## config.mk

```make
export PLATFORM = sky130hd
export DESIGN_NAME = ifns_serial_encoder
export DESIGN_NICKNAME = d
export VERILOG_FILES = /design/src/rtl/ifns_serial_encoder.sv
export SDC_FILE = /design/constraint.sdc
export NUM_CORES = 1
export LEC_CHECK = 0
export ABC_AREA = 1
export CAP_MARGIN = 15
export CORE_MARGIN = 10
export CORE_UTILIZATION = 30
export DETAILED_ROUTE_END_ITERATION = 10
export PLACE_DENSITY_LB_ADDON = 0.2
export RECOVER_POWER = 100
export SKIP_LAST_GASP = 1
export SLEW_MARGIN = 25
export SYNTH_ARGS = -nofsm -noshare
export SYNTH_HDL_FRONTEND = slang
export SYNTH_SLANG_ARGS = --single-unit
```

## constraint.sdc

```tcl
create_clock -name clock -period 4.39 [get_ports clock]
set_input_delay 0.6585 -clock clock [delete_from_list [all_inputs] [get_ports clock]]
set_output_delay 0.6585 -clock clock [all_outputs]
set_load 0.1 [all_outputs]
```

## src/rtl/ifns_serial_encoder.sv

```systemverilog
// Serial greedy encoder: datain becomes CODE_W Fibonacci-weighted digits, DPC digits per cycle.
// Handshaked in/out with an IDLE/CONV/DONE controller; out-of-range words flag code_err.
module ifns_serial_encoder #(
  parameter int DATA_W = 18,
  parameter int CODE_W = 26,
  parameter int DPC    = 1
) (
  input  logic              clock,
  input  logic              rst_n,
  input  logic              in_valid,
  output logic              in_ready,
  input  logic [DATA_W-1:0] datain,
  output logic              out_valid,
  input  logic              out_ready,
  output logic [CODE_W-1:0] codeout,
  output logic              code_err,
  output logic              busy
);

  function automatic logic [63:0] fib(input int n);
    logic [63:0] a;
    logic [63:0] b;
    logic [63:0] t;
    a = 64'd1;
    b = 64'd1;
    for (int i = 3; i <= n; i++) begin
      t = a + b;
      a = b;
      b = t;
    end
    if (n <= 1) return a;
    else return b;
  endfunction

  localparam logic [63:0] FIB_LIMIT  = fib(CODE_W + 2);
  localparam logic [63:0] FIB_TOP_HI = fib(CODE_W + 1);
  localparam logic [63:0] FIB_TOP_LO = fib(CODE_W);
  localparam int RES_W = $clog2(FIB_LIMIT);
  localparam int IDX_W = $clog2(CODE_W + 1);
  localparam logic [IDX_W-1:0] IDX_START = IDX_W'(CODE_W);
  localparam logic [IDX_W-1:0] IDX_STEP  = IDX_W'(DPC);

  localparam logic [1:0] ST_IDLE = 2'd0;
  localparam logic [1:0] ST_CONV = 2'd1;
  localparam logic [1:0] ST_DONE = 2'd2;

  logic [1:0]        state_r;
  logic [RES_W-1:0]  res_r;
  logic [RES_W-1:0]  fhi_r;
  logic [RES_W-1:0]  flo_r;
  logic [CODE_W-1:0] dig_r;
  logic [IDX_W-1:0]  idx_r;
  logic              err_r;

  logic              accept_s;
  logic [63:0]       din_wide_s;
  logic              cap_err_s;
  logic [RES_W-1:0]  cap_res_s;
  logic [RES_W-1:0]  res_nxt_s;
  logic [RES_W-1:0]  fhi_nxt_s;
  logic [RES_W-1:0]  flo_nxt_s;
  logic [RES_W-1:0]  fsub_s;
  logic [CODE_W-1:0] dig_nxt_s;

  // Handshake decode and range check of the incoming word.
  always_comb begin
    case (state_r)
      ST_IDLE: in_ready = 1'b1;
      ST_DONE: in_ready = out_ready;
      default: in_ready = 1'b0;
    endcase
    out_valid  = (state_r == ST_DONE);
    busy       = (state_r == ST_CONV);
    accept_s   = in_valid && in_ready;
    din_wide_s = 64'(datain);
    cap_err_s  = (din_wide_s >= FIB_LIMIT);
    if (cap_err_s) cap_res_s = '0;
    else cap_res_s = din_wide_s[RES_W-1:0];
  end

  // Resolve DPC digits; the weight pair (Fib(k+1), Fib(k)) walks down by subtraction.
  always_comb begin
    res_nxt_s = res_r;
    fhi_nxt_s = fhi_r;
    flo_nxt_s = flo_r;
    dig_nxt_s = dig_r;
    fsub_s    = '0;
    for (int j = 0; j < DPC; j++) begin
      if (res_nxt_s >= fhi_nxt_s) begin
        res_nxt_s = res_nxt_s - flo_nxt_s;
        dig_nxt_s = {dig_nxt_s[CODE_W-2:0], 1'b1};
      end else begin
        dig_nxt_s = {dig_nxt_s[CODE_W-2:0], 1'b0};
      end
      fsub_s    = fhi_nxt_s - flo_nxt_s;
      fhi_nxt_s = flo_nxt_s;
      flo_nxt_s = fsub_s;
    end
  end

  // Controller and datapath registers.
  always_ff @(posedge clock or negedge rst_n) begin
    if (!rst_n) begin
      state_r  <= ST_IDLE;
      res_r    <= '0;
      fhi_r    <= '0;
      flo_r    <= '0;
      dig_r    <= '0;
      idx_r    <= '0;
      err_r    <= 1'b0;
      codeout  <= '0;
      code_err <= 1'b0;
    end else begin
      case (state_r)
        ST_IDLE, ST_DONE: begin
          if (accept_s) begin
            state_r <= ST_CONV;
            res_r   <= cap_res_s;
            err_r   <= cap_err_s;
            fhi_r   <= FIB_TOP_HI[RES_W-1:0];
            flo_r   <= FIB_TOP_LO[RES_W-1:0];
            dig_r   <= '0;
            idx_r   <= IDX_START;
          end else if (state_r == ST_DONE && out_ready) begin
            state_r <= ST_IDLE;
          end else begin
            state_r <= state_r;
          end
        end
        ST_CONV: begin
          res_r <= res_nxt_s;
          fhi_r <= fhi_nxt_s;
          flo_r <= flo_nxt_s;
          dig_r <= dig_nxt_s;
          idx_r <= idx_r - IDX_STEP;
          if (idx_r == IDX_STEP) begin
            state_r  <= ST_DONE;
            codeout  <= err_r ? '0 : dig_nxt_s;
            code_err <= err_r;
          end else begin
            state_r <= ST_CONV;
          end
        end
        default: state_r <= ST_IDLE;
      endcase
    end
  end

endmodule

```

==> reports/qor.txt <==
Status: finished, violations left
Failing checks: capacitance limit, slew limit
Number of remaining DRC errors: 0
Top-count cell post-synth: nand2_1
Number of enable flip-flop cells after synthesis: 0
Mapped Cells: 953
Hold_buf cts: 0
Routed Antenna Nets: 0
GR Overflow Total: 0
Worst path max stage delay: 820 ps
DRT Pass-1 Iters: 4
Bufs on Longest Clock Path: 2
CTS tree: built
Slew @ Worst Pin: 2150 ps
Wire per inst: 14.3 um
Core ar.: 23400 um^2
Vias in the first global route: 6051
Clock-pin slew on the worst setup and hold paths: 60 ps
CP Data Required Time: 4710 ps
Setup repair after global routing missed its margin: no
DR vias: 6201
Setup TNS: 0 ps
# nets final: 1084
Syn. warnings: 0
Worst Hold Launch: codeout[20]$_DFFE_PN0P_
Tcrit/Tclk final: 75.6%
Slew Viols, Final: 43
TritonCTS Buffers: 17
Fin. Hold Viols: 0
Crit-path cells: dlygate4sd3_1 > inv_1 > a21oi_1 > nand2_1 > nand2_1 > clkbuf_1 > inv_1 > a22oi_1
CTS H-Tree Depth: 4
Die Span Y: 174 um
Fraction of registers with async set/reset: 100%
First element of the critical path: out_ready
First-pass GRT wire length: 31.8 mm
Rel. slew slack: -43.3%
Primary FF master, synth: dfrtp_1
Critical path class: in2reg
Number of I/O port buffers: 50
Synthesized area: 7130 um^2
Inst Count DP: 1303
Seq/Total Area, Yosys: 40.3%
Die Width: 174 um
N_diodes: 0
RePlAce Congestion: 0.893
Row cnt: 56
Finish-stage setup viols: 0
Number of DRC markers in iteration 0: 468
DR vias/cell: 4.64
Post-Layout Cell Count: 1335
#FFs+latches synth: 115
Post-DP Area: 7930 um^2
I/O Pins: 52
Drt total wl: 19.1 mm
Clock Skews: 8.68 ps
Area share of the largest cell type after synthesis: 40.3%
Synth top cells by count: nand2_1, inv_1, dfrtp_1
Fmax: 0.301 GHz
DP HPWL: 14.3 mm
Crit path time final: 3320 ps
Critical Path Source Type: input pin
Die area: 30300 um^2
Initial Util: 30.5%
Post-CTS setup buffers: 0
Num Clock Sinks: 115
Hold depth: 2
Slowest cell on the critical path: clkbuf_1
CP arrival: 3640 ps
R2R depth: 7
Synth area leader: dfrtp_1
R2r setup slk: 1230 ps
Mean Syn Cell Area: 7.49 um^2
Syn nets: 1034
Layout cells sized above 1: 4.23%
Reg-to-reg endpoint: res_r[16]$_DFFE_PN0P_
Clock Tree Root: clkbuf_16
Number of max-cap violations: 1
Top cells by area, synth: dfrtp_1, nand2_1, ha_1
Distinct cell type count after synthesis: 40
Fillcell total: 2536
Tot GR Track Use: 12.8%
Reg area: 2880 um^2
R2R Path Start: state_r[1]$_DFFE_PN0P_
Clk Latency, worst-skew pair: 420 ps
CTS resizes: 0
Initial antenna violation count: 0
P&R area growth vs syn: 19.0%
Hold WC Path Type: reg2reg
CP Capture Type: register
Multi-input gate area: 3490 um^2
Largest net degree at the start of global routing: 59
Finished Cell Area: 8490 um^2
CP max FO: 24
Worst hold endpoint: codeout[20]$_DFFE_PN0P_
-- cells by family after synthesis --
logic type                 share of synthesized area, %
AOI/OAI and AO/OA                                  13.9
DFF                                                40.3
buffers and inverters                              10.5
xor gates and xnor gates                          0.982
adders and majority gates                          10.6
and+or+nand+nor                                    23.7
other                                            0.0526
-- layer usage --
layer  GRT usage, %  part of all wire, %  vias up  wire length, um
met5              0                    0        -                0
met4           3.28                 0.90        0              172
met3           2.95                  4.3       15              815
met2           20.2                   46      109             8710
met1           17.2                   49     2893             9440
li1               -                    -     3184                -
-- critical path, delay by kind of cell --
| family | cells | cell delay (ps) |
|---|---|---|
| simple gates | 2 | 390 |
| compound gates | 2 | 510 |
| buf+inv | 4 | 2070 |
-- registers in the layout (all words and copies together), names as in the netlist --
register	flops
res_r	19
dig_r	25
idx_r	5
codeout	26
state_r	2
fhi_r	19
fhi_nxt_s	19
-- worst max-delay path by stage --
stage	to	slack [ps]	cells past startpoint
after global routing	fhi_r[12]$_DFFE_PN0P_	770	8
after detailed placement	fhi_nxt_s[15]$_DFFE_PN0P_	1790	10
final	fhi_r[11]$_DFFE_PN0P_	1070	8
after CTS	out_valid	1540	4
after global placement	fhi_r[11]$_DFFE_PN0P_	1820	8
after floorplan	fhi_nxt_s[2]$_DFFE_PN0P_	1750	7
-- stage by stage --
stage | util (%) | hold slack [ps] | worst slack, ps
6_report | 36.3 | 474 | 1070
5_1_grt | 36.3 | 503 | 774
4_1_cts | 36.5 | 225 | 1540
3_5_place_dp | 33.9 | 472 | 1790
3_3_place_gp | 33.9 | 464 | 1820
2_1_floorplan | - | 363 | 1750
-- placed cells by master (no fill, tap or decap), drive strengths merged --
cell type	synthesis	routed
o31ai	1	1
a22oi	13	13
o31a	1	1
o21bai	6	6
a21oi	45	45
o21ai	67	67
nor3	7	7
fa	2	2
o22ai	36	36
dlygate4sd3	0	28
bufinv	0	3
nand2	284	284
a21o	2	2
conb	1	1
inv	159	162
nand3	47	47
nor4	2	2
xor2	3	3
o21a	1	1
xnor2	5	5
nand3b	6	6
ha	57	57
buf	16	1
a31oi	1	1
o32ai	1	1
nand4	11	11
a21boi	1	1
clkinvlp	0	1
dfrtp	115	115
clkbuf	10	27
clkdlybuf4s50	0	19
clkinv	0	7
nor2	50	50
or2	2	2
nand2b	1	1
-- final cells by class --
cell class | instances | area share (%)
multi-input cells | 653 | 41.1
well taps | 319 | 4.70
flip-flops and latches | 115 | 33.9
clock inverters | 14 | 2.09
repair buffers | 57 | 6.10
clock buffers | 18 | 5.05
inverters | 159 | 7.03
Power is not shown: default switching activity piles up to over one toggle a cycle in this logic, so the estimate is an artifact.
